--- src/rtl/mem_arbiter_pkg.sv ---
// Shared types for the main-memory arbiter: FSM state encoding and grant owner.
// Latency: n/a (types and constants only).
// Backpressure: n/a. Build option MEM_ARB_RR_EN is consumed by mem_arb_picker.
package mem_arbiter_pkg;

    localparam int MEMARB_ADDR_W  = 10;
    localparam int MEMARB_BLOCK_W = 256;

    typedef enum logic [1:0] {
        MEMARB_IDLE  = 2'b00,
        MEMARB_OWN_D = 2'b01,
        MEMARB_OWN_I = 2'b10
    } memarb_state_t;

    typedef enum logic {
        GRANT_I = 1'b0,
        GRANT_D = 1'b1
    } grant_t;

endpackage

--- src/rtl/mem_arb_picker.sv ---
// Picks the next owner from the I/D requests; holds only the build-dependent policy.
// Latency: combinational.
// Backpressure: none; MEM_ARB_RR_EN selects round-robin, otherwise D has fixed priority.
import mem_arbiter_pkg::*;

module mem_arb_picker (
    input  logic   reqI,
    input  logic   reqD,
    input  grant_t lastGrant,
    output grant_t winner
);

`ifdef MEM_ARB_RR_EN
    // Round-robin: on a tie the side that did not own memory last goes first.
    always_comb begin
        winner = lastGrant;
        if (reqI && reqD) begin
            winner = (lastGrant == GRANT_I) ? GRANT_D : GRANT_I;
        end else if (reqD) begin
            winner = GRANT_D;
        end else if (reqI) begin
            winner = GRANT_I;
        end
    end
`else
    // Fixed priority: D always wins; with no request the answer is unused, so hold lastGrant.
    always_comb begin
        winner = lastGrant;
        if (reqD) begin
            winner = GRANT_D;
        end else if (reqI) begin
            winner = GRANT_I;
        end
    end
`endif

endmodule

--- src/rtl/mem_arbiter.sv ---
// Shares the main-memory block port between I-cache refill and D-cache writeback/refill.
// Latency: grant 1 cycle after request in IDLE; memory signals then pass through combinationally.
// Backpressure: owner keeps the grant while its request is high; MEM_ARB_RR_EN picks round-robin.
import mem_arbiter_pkg::*;

module mem_arbiter #(
    parameter int ADDR_W  = MEMARB_ADDR_W,
    parameter int BLOCK_W = MEMARB_BLOCK_W
) (
    input  logic               clock,
    input  logic               reset,
    input  logic               iRen,
    input  logic [ADDR_W-1:0]  iAddr,
    output logic               iReadReady,
    input  logic               dRen,
    input  logic               dWen,
    input  logic [ADDR_W-1:0]  dAddr,
    input  logic [BLOCK_W-1:0] dDin,
    output logic               dReadReady,
    output logic               dWriteDone,
    output logic [BLOCK_W-1:0] blkDout,
    output logic               memRen,
    output logic               memWen,
    output logic [ADDR_W-1:0]  memAddr,
    output logic [BLOCK_W-1:0] memDin,
    input  logic               memReadReady,
    input  logic               memWriteDone,
    input  logic [BLOCK_W-1:0] memDout
);

    memarb_state_t state_q, state_d;
    grant_t        last_grant_q, last_grant_d;
    grant_t        winner;
    logic          req_i, req_d;

    assign req_i = iRen;
    assign req_d = dRen | dWen;

    mem_arb_picker u_picker (
        .reqI      (req_i),
        .reqD      (req_d),
        .lastGrant (last_grant_q),
        .winner    (winner)
    );

    // Next owner: arbitrate from IDLE, otherwise hold until the owner drops its request.
    always_comb begin
        state_d      = state_q;
        last_grant_d = last_grant_q;
        case (state_q)
            MEMARB_IDLE: begin
                if (req_i || req_d) begin
                    state_d = (winner == GRANT_D) ? MEMARB_OWN_D : MEMARB_OWN_I;
                end
            end
            MEMARB_OWN_D: begin
                if (!req_d) begin
                    state_d      = req_i ? MEMARB_OWN_I : MEMARB_IDLE;
                    last_grant_d = GRANT_D;
                end
            end
            MEMARB_OWN_I: begin
                if (!req_i) begin
                    state_d      = req_d ? MEMARB_OWN_D : MEMARB_IDLE;
                    last_grant_d = GRANT_I;
                end
            end
            default: state_d = MEMARB_IDLE;
        endcase
    end

    // Owner and last-grant registers; async reset drops ownership immediately.
    always_ff @(posedge clock or negedge reset) begin
        if (!reset) begin
            state_q      <= MEMARB_IDLE;
            last_grant_q <= GRANT_I;
        end else begin
            state_q      <= state_d;
            last_grant_q <= last_grant_d;
        end
    end

    // Output muxes: forward the owner's request, route completions back to the owner only.
    always_comb begin
        memRen     = 1'b0;
        memWen     = 1'b0;
        memAddr    = '0;
        memDin     = '0;
        iReadReady = 1'b0;
        dReadReady = 1'b0;
        dWriteDone = 1'b0;
        case (state_q)
            MEMARB_OWN_D: begin
                // A simultaneous read and write forwards the writeback only.
                memRen     = dRen & ~dWen;
                memWen     = dWen;
                memAddr    = dAddr;
                memDin     = dDin;
                dReadReady = memReadReady;
                dWriteDone = memWriteDone;
            end
            MEMARB_OWN_I: begin
                memRen     = iRen;
                memAddr    = iAddr;
                iReadReady = memReadReady;
            end
            default: ;
        endcase
    end

    assign blkDout = memDout;

endmodule

--- config.mk ---
export PLATFORM = sky130hd
export DESIGN_NAME = mem_arbiter
export DESIGN_NICKNAME = d
export VERILOG_FILES = /design/src/rtl/mem_arbiter_pkg.sv /design/src/rtl/mem_arb_picker.sv /design/src/rtl/mem_arbiter.sv
export SDC_FILE = /design/constraint.sdc
export NUM_CORES = 1
export LEC_CHECK = 0
export BUFFER_PORTS_ARGS = -buffer_cell sky130_fd_sc_hd__buf_4
export CORE_AREA = 2 2 420 422
export CTS_BUF_LIST = sky130_fd_sc_hd__clkbuf_8
export DETAILED_ROUTE_END_ITERATION = 12
export DIE_AREA = 0 0 422 424
export GPL_TIMING_DRIVEN = 0
export PLACE_DENSITY = 0.3
export SYNTH_ARGS = -nofsm -noshare
export SYNTH_HDL_FRONTEND = slang
export SYNTH_SLANG_ARGS = --single-unit
--- constraint.sdc ---
create_clock -name clock -period 1.9 [get_ports clock]
set_input_delay 0.19 -clock clock [delete_from_list [all_inputs] [get_ports clock]]
set_output_delay 0.19 -clock clock [all_outputs]
set_load 0.02 [all_outputs]
# Word level (Yosys, flattened, before mapping)
# Cells that the tools add are included.
[classes]
n_reduce_logical = 5
mux = 19
bitwise_logic = 3
eq_ne = 5
[ops]
columns = ["cell", "n"]
rows = [
  ["$mux W256", 1],
  ["$pmux W10 S2", 1],
  ["$mux W2", 5],
  ["$mux W1", 9],
  ["$ne A2 B2 Y1 const B", 3],
  ["$pmux W2 S3", 1],
  ["$reduce_and A3 Y1", 2],
  ["$pmux W1 S2", 2],
  ["$eq A2 B1 Y1 const B", 1],
  ["$eq A2 B2 Y1 const B", 1],
  ["$logic_not A2 Y1", 1],
  ["$reduce_bool A2 Y1", 1],
  ["$and A1 B1 Y1", 1],
  ["$logic_or A1 B1 Y1", 1],
  ["$not A1 Y1", 1],
  ["$or A1 B1 Y1", 1],
]
[word_totals]
regBits = 3
in_bits = 539
elab_cells = 34
output_inout_bits = 527

# Depth between registers and ports, before layout
# Gate-level depths: netlist of the first run.
[logic_depth]
depth_word = 5
ltp_mapped = 7
ltp_nobuf = 5

# Cells and area by module
# From an unflattened synthesis of the first run, not the netlist that was laid out.
[unflattened]
cells_unflattened = 601
area_unflattened_um2 = 4108.9
[modules_own_cells]
columns = ["module", "area_each_um2", "cells_per_inst", "n_inst", "seq_area_each_um2"]
rows = [
  ["mem_arbiter", 4097.7, 599, 1, 75.1],
  ["mem_arb_picker", 11.3, 2, 1, 0.0],
]

# Worst setup path before layout of the first run
# No wires, ideal clock.
[synth_timing]
kind = "register -> output"
start = "reg state_q[1]"
end = "out memAddr[1]"
required_ns = 1.710
path_stages_with_launch = 7
setup_slack_ns = 0.287
path_buffers = 2
t_arrival_ns = 1.423
path_cell_list = "dfrtp_1 -> inv_1 -> ha_1 -> buf_4 -> clkbuf_1 -> a22oi_1 -> nor2b_1"
[synth_between]
elab_chain_cells = 2
word_cells_on_any_way = 3
classes_between = "eq/ne: 2; mux: 1"
[synth_lines]
columns = ["element", "line_no", "rtl"]
rows = [
  ["start, declared", "mem_arbiter.sv:31", "memarb_state_t state_q, state_d;"],
  ["start signal, assigned", "mem_arbiter.sv:78", "state_q <= state_d;"],
  ["$eq A2 B2 Y1 / $eq A2 B1 Y1 (equally long branches)", "mem_arbiter.sv:92", "case (state_q)"],
  ["$pmux W10 S2 *", "mem_arbiter.sv:92", ""],
  ["end, declared", "mem_arbiter.sv:24", "output logic [ADDR_W-1:0] memAddr,"],
]
# Every way passes the cells marked *; elsewhere a longest branch is shown, timed or not.

# Final worst setup path of the first run
[layout_timing]
start = "reg state_q[1]"
end = "out memAddr[0]"
# Same word-level chain as after synthesis.

==> summary.json, run 1 <==
{
  "cp_num_buf_inv": 3,
  "critical-path-max-stage-delay_ns": 0.42,
  "gr-total-overflow": 0,
  "tightest_slew_ns": 0.476,
  "area_growth_syn_to_layout_pct": 276,
  "clkSinkCount": 2,
  "synthDistinctLibCells": 21,
  "dpl.hpwl_mm": 112,
  "syn_avg_cell_area_um2": 6.81,
  "synth_cells": 593,
  "vias": 7990,
  "setup_slack_ns": -0.0825,
  "top_regs": "state_q: 2 flops",
  "clock_latency_reported_for_the_late_side_of_the_worst_skew_pair_ns": 0.21,
  "finalCritPeriodShare_pct": 104,
  "netSwitchingFraction_pct": 51.8,
  "fmax_achieved_mhz": 504,
  "power_frac_seq_pct": 0.6,
  "finalHoldViolations": 0,
  "grt_first_pass_wirelength_mm": 134,
  "mostFrequentLayoutCell": "sky130_fd_sc_hd__buf_4",
  "design.portCount": 1066,
  "floorplan.initialDensity_pct": 2.31,
  "setup_violations": 50,
  "num-nets-final": 1981,
  "registers.top_by_ff_count": "state_q",
  "final-seq-area_um2": 50.0,
  "first_global_vias": 7600,
  "drt_iter0_drc": 476,
  "tritoncts.num_buffers": 3,
  "internal-power_uw": 7610,
  "core_um2": 175000,
  "timing.critical_path.cells": "inv_2 > ha_4 > buf_16 > a22oi_2 > nor2b_1 > buf_4",
  "clockRootBuffer": "sky130_fd_sc_hd__clkbuf_8",
  "vdd.ir_drop.worst_uv": 579,
  "timing.critical_path.from_type": "flop",
  "postSynthNetCount": 1137,
  "drt_pre_antenna_iters": 4,
  "utilization_pct": 8.68,
  "critical_path_peak_fanout": 7,
  "htree_num_levels": 1,
  "power_density_nw_per_um2": 1040,
  "power_frac_comb_pct": 98.4,
  "n_fill_cell": 20647,
  "multi_input_comb_area_um2": 2350,
  "chipHeight_um": 424,
  "gr-usage-all-layers_pct": 12.4,
  "critical_path.endpoint_type": "output port",
  "post-route-drc-count": 0,
  "routed_via_density": 2.11,
  "final_layout_size_suffix_gt1_share_pct": 89.6,
  "gp_routability_congestion": 0.984,
  "clk_transition_reported_paths_ns": 0.03,
  "largest_register_ffs": 2,
  "synth_seq_cells": 2,
  "power_leakage_uw": 0.00704,
  "synthDominantAreaCellType": "sky130_fd_sc_hd__buf_4",
  "total_power_uw": 15800,
  "top_cell_type_s_share_of_synthesized_area_pct": 47.8,
  "placement_rows": 154,
  "drv_cap": 0,
  "place.port_buffers": 809,
  "detail_route.wl_per_cell_um": 31.0,
  "data_required_time_at_the_worst_endpoint_ns": 1.71,
  "fp.dieArea_um2": 179000,
  "maximum_clock_skew_at_final_layout_ns": 0.00281,
  "detail_route.wirelength_mm": 118,
  "clock_network_fraction_of_design_power_pct": 1.1,
  "cts.path.max_buffers": 2,
  "violations": "negative setup slack",
  "switching_power_uw": 8170,
  "grt_antenna_before_repair": 173,
  "critical_path.slowest_cell": "sky130_fd_sc_hd__a22oi_2",
  "status": "finished with violations",
  "path_class": "flop to output port",
  "rsz0062_at_grt": "true",
  "slew_headroom_pct": 68.3,
  "synthTopCellsByArea": "sky130_fd_sc_hd__buf_4 (48%), sky130_fd_sc_hd__and2_1 (40%), sky130_fd_sc_hd__a22oi_1 (1.9%), sky130_fd_sc_hd__clkbuf_1 (1.8%), sky130_fd_sc_hd__ha_1 (1.5%)",
  "die_width_um": 422,
  "yosysWarnings": 0,
  "most_frequent_cells_in_the_layout": "sky130_fd_sc_hd__buf_4 (903), sky130_fd_sc_hd__buf_6 (146), sky130_fd_sc_hd__and2_4 (142)",
  "max_transition_viols_final": 0,
  "synthesis.area_um2": 4040,
  "grt_start_max_net_pins": 11,
  "critPathArrivalTime_ns": 1.79,
  "cts_tree": "built",
  "period_minus_slack_ns": 1.98,
  "antenna_left": 0,
  "timing.critical_path.max_delay_family": "buffers and inverters",
  "worstHoldPathType": "input port to flop",
  "synth_sequential_area_ratio_pct": 1.24
}
==> cell type report <==
type | instances | share of cell area [%]
well taps | 2340 | 19.3
flip-flops and latches | 2 | 0.329
diodes | 20 | 0.329
inverters | 3 | 0.0741
clock buffers | 3 | 0.272
plain buffers | 282 | 15.0
multi-input cells | 300 | 15.5
repair buffers | 845 | 49.2
==> synth_stat cells (all sizes together) <==
cell,number
nand2b,1
ha,5
a21oi,1
dfrtp,2
nand2,1
o2bb2ai,1
a21boi,1
clkbuf,19
nand3b,1
o21ai,2
and2,260
nor3,1
inv,3
a22oi,10
nand3,2
or4b,1
nor2b,10
a22o,1
nor2,2
buf,269
==> worst min-delay path: stages <==
cell and delay, ns:
sky130_fd_sc_hd__buf_4 0.13, sky130_fd_sc_hd__nand3_1 0.06, sky130_fd_sc_hd__o2bb2ai_1 0.07
==> logic make-up (layout without fill, tap and decap cells) <==
group	Yosys count	count (layout)	share of synthesized area, %
other	0	20	0
AOI/OAI and AO/OA	16	16	2.88
buffers and inverters	291	1133	51.3
and+or+nand+nor	279	279	43.0
DFF	2	2	1.24
adders and majority gates	5	5	1.55
==> routing by layer <==
| layer | GRT usage [%] | vias to the layer above | share of wire [%] | wire (um) |
|---|---|---|---|---|
| met2 | 21.2 | 774 | 47 | 55600 |
| li1 | - | 3244 | - | - |
| met5 | 0 | - | 0.45 | 525 |
| met4 | 0.804 | 80 | 1.8 | 2090 |
| met1 | 13.4 | 3610 | 36 | 43000 |
| met3 | 7.92 | 282 | 14 | 16700 |
==> power groups by stage <==
stage | clock (uW) | combinational [uW] | sequential [uW]
2_1_floorplan | 0 | 5020 | 82.9
4_1_cts | 175 | 14800 | 84.9
3_3_place_gp | 0 | 11700 | 91.9
3_5_place_dp | 0 | 11700 | 89.6
6_report | 167 | 15500 | 89.9
5_1_grt | 181 | 16400 | 94.0
==> what timing repair did <==
item / CTS / global route
pin swaps: 7 / 11
endpoints found under the setup margin: 273 / 249
gates cloned: 7 / 5
hold endpoints to repair: 2 / 0
hold buffers: 1 / 0
setup buffers: 20 / 6
gates resized for setup: 342 / 186
==> final timing paths <==
path,from,end,slack [ns],cells past startpoint
max in group asynchronous,reset,state_q[1],1.44,2
min in group asynchronous,reset,state_q[0],0.37,2
setup / recovery,state_q[1],memAddr[0],-0.08,6
setup reg to reg,state_q[1],state_q[1],0.25,8
hold reg to reg,state_q[1],state_q[1],0.66,2
hold / removal,iRen,state_q[1],0.29,3
==> stage by stage <==
stage               hold WS (ns)  cell area [um^2]  worst slack (ns)  setup TNS, ns  cells
CTS                        0.287             14600            -0.217         -12.20   3771
finish                     0.286             15200           -0.0825         -0.700   3795
global route               0.304             15100            -0.164         -19.50   3777
floorplan                 -0.106              4040             0.287              0    593
global placement         -0.0254             13000             -1.34        -144.88   3742
detailed placement       -0.0243             13000             -1.31        -145.16   3742
Note: power is estimated with default switching activity, not from simulation.
==> inputs of run 2 (changes only) <==
Settings changed: CORE_AREA 2 2 420 422 to 2 2 411 413, DIE_AREA 0 0 422 424 to 0 0 413 415, MAX_ROUTING_LAYER set to met4, SYNTH_HIERARCHICAL set to 1.
==> summary.json, run 2 <==
{
  "status": {"value": "finished with violations", "change": "unchanged"},
  "violations": {"value": "negative setup slack", "change": "unchanged"},
  "drt_iter0_drc": {"value": 351, "change": "was 476"},
  "worst_r2r_path_depth": {"value": 8, "change": "unchanged"},
  "fp.dieArea": {"value": 171000, "unit": "um^2", "change": "was 179,000 um^2"},
  "floorplan.initialDensity": {"value": 2.47, "unit": "%", "change": "was 2.31%"},
  "yosysWarnings": {"value": 6, "change": "was 0"},
  "setup_slack": {"value": -0.135, "unit": "ns", "change": "was -0.0825 ns"},
  "met2_length": {"value": 51.4, "unit": "mm", "change": "was 55.6 mm"},
  "critical-path-max-stage-delay": {"value": 0.42, "unit": "ns", "change": "about the same"},
  "synthTopCellsByArea": {"value": "sky130_fd_sc_hd__buf_4 (47%), sky130_fd_sc_hd__and2_1 (40%), sky130_fd_sc_hd__clkbuf_1 (2.6%), sky130_fd_sc_hd__a22oi_1 (1.8%), sky130_fd_sc_hd__dfrtp_1 (1.8%)", "change": "was sky130_fd_sc_hd__buf_4 (48%), sky130_fd_sc_hd__and2_1 (40%), sky130_fd_sc_hd__a22oi_1 (1.9%), sky130_fd_sc_hd__clkbuf_1 (1.8%), sky130_fd_sc_hd__ha_1 (1.5%)"},
  "clk_transition_reported_paths": {"value": 0.03, "unit": "ns", "change": "about the same"},
  "wirelength_met1": {"value": 39.5, "unit": "mm", "change": "was 43.0 mm"},
  "largest_register_ffs": {"value": 2, "change": "unchanged"},
  "timing.critical_path.max_delay_family": {"value": "buffers and inverters", "change": "unchanged"},
  "synthDominantAreaCellType": {"value": "sky130_fd_sc_hd__buf_4", "change": "unchanged"},
  "total_power": {"value": 17900, "unit": "uW", "change": "was 15,800 uW"},
  "grt_antenna_before_repair": {"value": 100, "change": "was 173"},
  "synthesis.area": {"value": 4110, "unit": "um^2", "change": "was 4040 um^2"},
  "routed_via_density": {"value": 2.09, "change": "was 2.11"},
  "critPathArrivalTime": {"value": 1.85, "unit": "ns", "change": "was 1.79 ns"},
  "rrSetupSlack": {"value": -0.08, "unit": "ns", "change": "was 0.25 ns"},
  "setup_violations": {"value": 155, "change": "was 50"},
  "synth_seq_cells": {"value": 3, "change": "was 2"},
  "detail_route.wirelength": {"value": 106, "unit": "mm", "change": "was 118 mm"},
  "grt_first_pass_wirelength": {"value": 122, "unit": "mm", "change": "was 134 mm"},
  "dp.cells": {"value": 3614, "change": "was 3,742"},
  "worstHoldPathType": {"value": "input port to flop", "change": "unchanged"},
  "reg2reg_start": {"value": "state_q[0]", "change": "was state_q[1]"},
  "cp_common_cell": "sky130_fd_sc_hd__buf_12",
  "dpl.hpwl": {"value": 101, "unit": "mm", "change": "was 112 mm"},
  "cp_num_buf_inv": {"value": 4, "change": "was 3"},
  "vias": {"value": 7707, "change": "was 7,990"},
  "antenna_left": {"value": 0, "change": "unchanged"},
  "most_frequent_cells_in_the_layout": {"value": "sky130_fd_sc_hd__buf_4 (873), sky130_fd_sc_hd__and2_4 (197), sky130_fd_sc_hd__buf_6 (131)", "change": "was sky130_fd_sc_hd__buf_4 (903), sky130_fd_sc_hd__buf_6 (146), sky130_fd_sc_hd__and2_4 (142)"},
  "synth-async-reset-ratio": {"value": 100, "unit": "%", "change": "unchanged"},
  "synth-edff-count": {"value": 0, "change": "unchanged"},
  "die_width": {"value": 413, "unit": "um", "change": "was 422 um"},
  "critical_path.slowest_cell": {"value": "sky130_fd_sc_hd__dfrtp_2", "change": "was sky130_fd_sc_hd__a22oi_2"},
  "area_growth_syn_to_layout": {"value": 285, "unit": "%", "change": "was 276%"},
  "clkSinkCount": {"value": 3, "change": "was 2"},
  "synth_cells": {"value": 601, "change": "was 593"},
  "first_global_vias": {"value": 7726, "change": "was 7,600"},
  "cts_tree": {"value": "built", "change": "unchanged"},
  "total_stage_count_of_the_critical_path": {"value": 8, "change": "was 6"},
  "core": {"value": 167000, "unit": "um^2", "change": "was 175,000 um^2"},
  "num-nets-final": {"value": 1997, "change": "was 1,981"},
  "finalHoldWorstSlack": {"value": 0.309, "unit": "ns", "change": "was 0.286 ns"},
  "gr-usage-all-layers": {"value": 12.0, "unit": "%", "change": "was 12.4%"},
  "top_cell_type_s_share_of_synthesized_area": {"value": 46.8, "unit": "%", "change": "was 47.8%"},
  "timing.critical_path.from_type": {"value": "flop", "change": "unchanged"},
  "place.port_buffers": {"value": 809, "change": "unchanged"},
  "final_layout_size_suffix_gt1_share": {"value": 93.1, "unit": "%", "change": "was 89.6%"},
  "maximum_clock_skew_at_final_layout": {"value": 0.000137, "unit": "ns", "change": "was 0.00281 ns"},
  "htree_num_levels": {"value": 1, "change": "unchanged"},
  "fmax_achieved": {"value": 491, "unit": "MHz", "change": "was 504 MHz"},
  "registers.top_by_ff_count": {"value": "state_q", "change": "unchanged"},
  "rr_endpoint": {"value": "state_q[0]", "change": "was state_q[1]"},
  "finalCritPeriodShare": {"value": 107, "unit": "%", "change": "was 104%"},
  "detail_route.wl_per_cell": {"value": 28.9, "unit": "um", "change": "was 31.0 um"},
  "power_leakage": {"value": 0.00737, "unit": "uW", "change": "was 0.00704 uW"},
  "cts.path.max_buffers": {"value": 2, "change": "unchanged"},
  "yosys_most_used_dff": {"value": "sky130_fd_sc_hd__dfrtp_1", "change": "unchanged"},
  "timing.critical_path.cells": {"value": "inv_2 > ha_4 > buf_12 > buf_16 > nand2_4 > o21ai_2 > and2_4 > buf_12", "change": "was inv_2 > ha_4 > buf_16 > a22oi_2 > nor2b_1 > buf_4"},
  "drv_cap": {"value": 0, "change": "unchanged"},
  "setup.worst_path.start": {"value": "state_q[1]", "change": "unchanged"},
  "post-route-drc-count": {"value": 0, "change": "unchanged"},
  "path_class": {"value": "flop to output port", "change": "unchanged"},
  "top_signal_layer_used": {"value": "met4", "change": "was met5"},
  "grt_start_max_net_pins": {"value": 11, "change": "unchanged"},
  "critical_path.endpoint_type": {"value": "output port", "change": "unchanged"},
  "tightest_slew": {"value": 0.368, "unit": "ns", "change": "was 0.476 ns"},
  "met3_length": {"value": 13.8, "unit": "mm", "change": "was 16.7 mm"},
  "top_regs": {"value": "state_q: 2 flops, last_grant_q: 1 flops", "change": "was state_q: 2 flops"},
  "finalHoldViolations": {"value": 0, "change": "unchanged"},
  "chipHeight": {"value": 415, "unit": "um", "change": "was 424 um"},
  "vdd.ir_drop.worst": {"value": 506, "unit": "uV", "change": "was 579 uV"},
  "mostFrequentLayoutCell": {"value": "sky130_fd_sc_hd__buf_4", "change": "unchanged"},
  "rsz0062_at_grt": {"value": "true", "change": "unchanged"},
  "period_minus_slack": {"value": 2.04, "unit": "ns", "change": "was 1.98 ns"},
  "placement_rows": {"value": 150, "change": "was 154"},
  "tritoncts.num_buffers": {"value": 3, "change": "unchanged"},
  "clock_latency_reported_for_the_late_side_of_the_worst_skew_pair": {"value": 0.22, "unit": "ns", "change": "was 0.21 ns"},
  "clockRootBuffer": {"value": "sky130_fd_sc_hd__clkbuf_8", "change": "unchanged"},
  "critical_path_peak_fanout": {"value": 5, "change": "was 7"},
  "tns": {"value": -5.85, "unit": "ns", "change": "was -0.700 ns"},
  "layoutNonFillerInstCount": {"value": 3689, "change": "was 3,795"},
  "syn_avg_cell_area": {"value": 6.84, "unit": "um^2", "change": "was 6.81 um^2"},
  "slew_headroom": {"value": 75.5, "unit": "%", "change": "was 68.3%"},
  "gp_routability_congestion": {"value": 1.13, "change": "was 0.984"},
  "power_density": {"value": 1130, "unit": "nW/um^2", "change": "was 1040 nW/um^2"},
  "synth_common_cells": {"value": "sky130_fd_sc_hd__and2_1 (261), sky130_fd_sc_hd__buf_4 (256), sky130_fd_sc_hd__clkbuf_1 (29), sky130_fd_sc_hd__a22oi_1 (10), sky130_fd_sc_hd__nor2b_1 (10)", "change": "was sky130_fd_sc_hd__and2_1 (260), sky130_fd_sc_hd__buf_4 (257), sky130_fd_sc_hd__clkbuf_1 (19), sky130_fd_sc_hd__buf_2 (12)"},
  "synthDistinctLibCells": {"value": 20, "change": "was 21"},
  "max_transition_viols_final": {"value": 0, "change": "unchanged"},
  "critical_path.endpoint": {"value": "memRen", "change": "was memAddr[0]"},
  "data_required_time_at_the_worst_endpoint": {"value": 1.71, "unit": "ns", "change": "about the same"},
  "postSynthNetCount": {"value": 1144, "change": "was 1,137"},
  "synth_most_common_cell": {"value": "sky130_fd_sc_hd__and2_1", "change": "unchanged"},
  "drt_pre_antenna_iters": {"value": 4, "change": "unchanged"},
  "design.portCount": {"value": 1066, "change": "unchanged"},
  "synth_sequential_area_ratio": {"value": 1.83, "unit": "%", "change": "was 1.24%"},
  "gr-total-overflow": {"value": 0, "change": "unchanged"}
}
[run 2: where the power goes]
part / total, uW / internal (uW) / leakage, uW / switching [uW]
logic: 17600 / 8580 / 0.00731 / 8980
clock network: 183 / 138 / 0.0000271 / 44.9
registers: 123 / 93.7 / 0.0000325 / 29.0
[run 2: how the worst min path moves through the flow]
stage	start	endpoint	slack (ns)	depth (start not counted)
finish	iRen	last_grant_q	0.31	3
global route	iRen	last_grant_q	0.35	3
CTS	iRen	last_grant_q	0.30	3
detailed placement	reset	last_grant_q	0.0003	1
global placement	reset	last_grant_q	-0.005	1
floorplan	reset	last_grant_q	-0.11	0
[run 2: cells by family (layout without fill, tap and decap cells)]
kind of cell,Yosys count,count (layout),share of synthesized area (%)
other cells,0,32,0
buf+inv,294,1146,50.5
mux,2,2,0.731
compound gates,20,20,3.62
flops,3,3,1.83
fa+ha+maj,4,4,1.22
simple gates,278,278,42.1
[run 2: worst register-to-register path: stages (launching register included)]
cell,delay [ns]
sky130_fd_sc_hd__dfrtp_2,0.43
sky130_fd_sc_hd__ha_4,0.23
sky130_fd_sc_hd__buf_12,0.17
sky130_fd_sc_hd__buf_4,0.14
sky130_fd_sc_hd__buf_12,0.14
sky130_fd_sc_hd__buf_4,0.15
sky130_fd_sc_hd__o21ai_1,0.13
sky130_fd_sc_hd__o311ai_4,0.15
sky130_fd_sc_hd__mux2_4,0.33
[run 2: metal layers]
layer  global-route usage [%]  vias up
met5                        -        -
met4                    0.456        0
met3                     6.26      138
met2                     20.4      615
met1                     12.9     3645
li1                         -     3309
[run 2: final cells by class]
class                      instances  area [um^2]
multi-input combinational        304         2530
buffer                           288         2440
clock buffer                       3         41.3
clock inverter                     1         3.75
sequential                         3         77.6
antenna                           32         80.1
tap                             2204         2760
timing repair buffer             848         7880
inverter                           6         22.5
fill                           19492       151000
[run 2: stage by stage]
| stage | util (%) | cell area [um^2] | setup slack [ns] |
|---|---|---|---|
| final | 9.50 | 15800 | -0.135 |
| after global routing | 9.48 | 15800 | -0.215 |
| after CTS | 8.99 | 15000 | -0.197 |
| after detailed placement | 7.76 | 12900 | -1.47 |
| after global placement | 7.76 | 12900 | -1.48 |
| after floorplan | - | 4110 | 0.293 |
[run 2: repair_timing]
| action | in CTS | in global routing |
|---|---|---|
| pin swaps | 12 | 14 |
| gates cloned | 15 | 6 |
| gates resized for setup | 495 | 211 |
| endpoints found under the setup margin | 274 | 270 |
| buffers inserted | 12 | 6 |
| endpoints found under the hold margin | 3 | 0 |
| hold buffers | 1 | 0 |
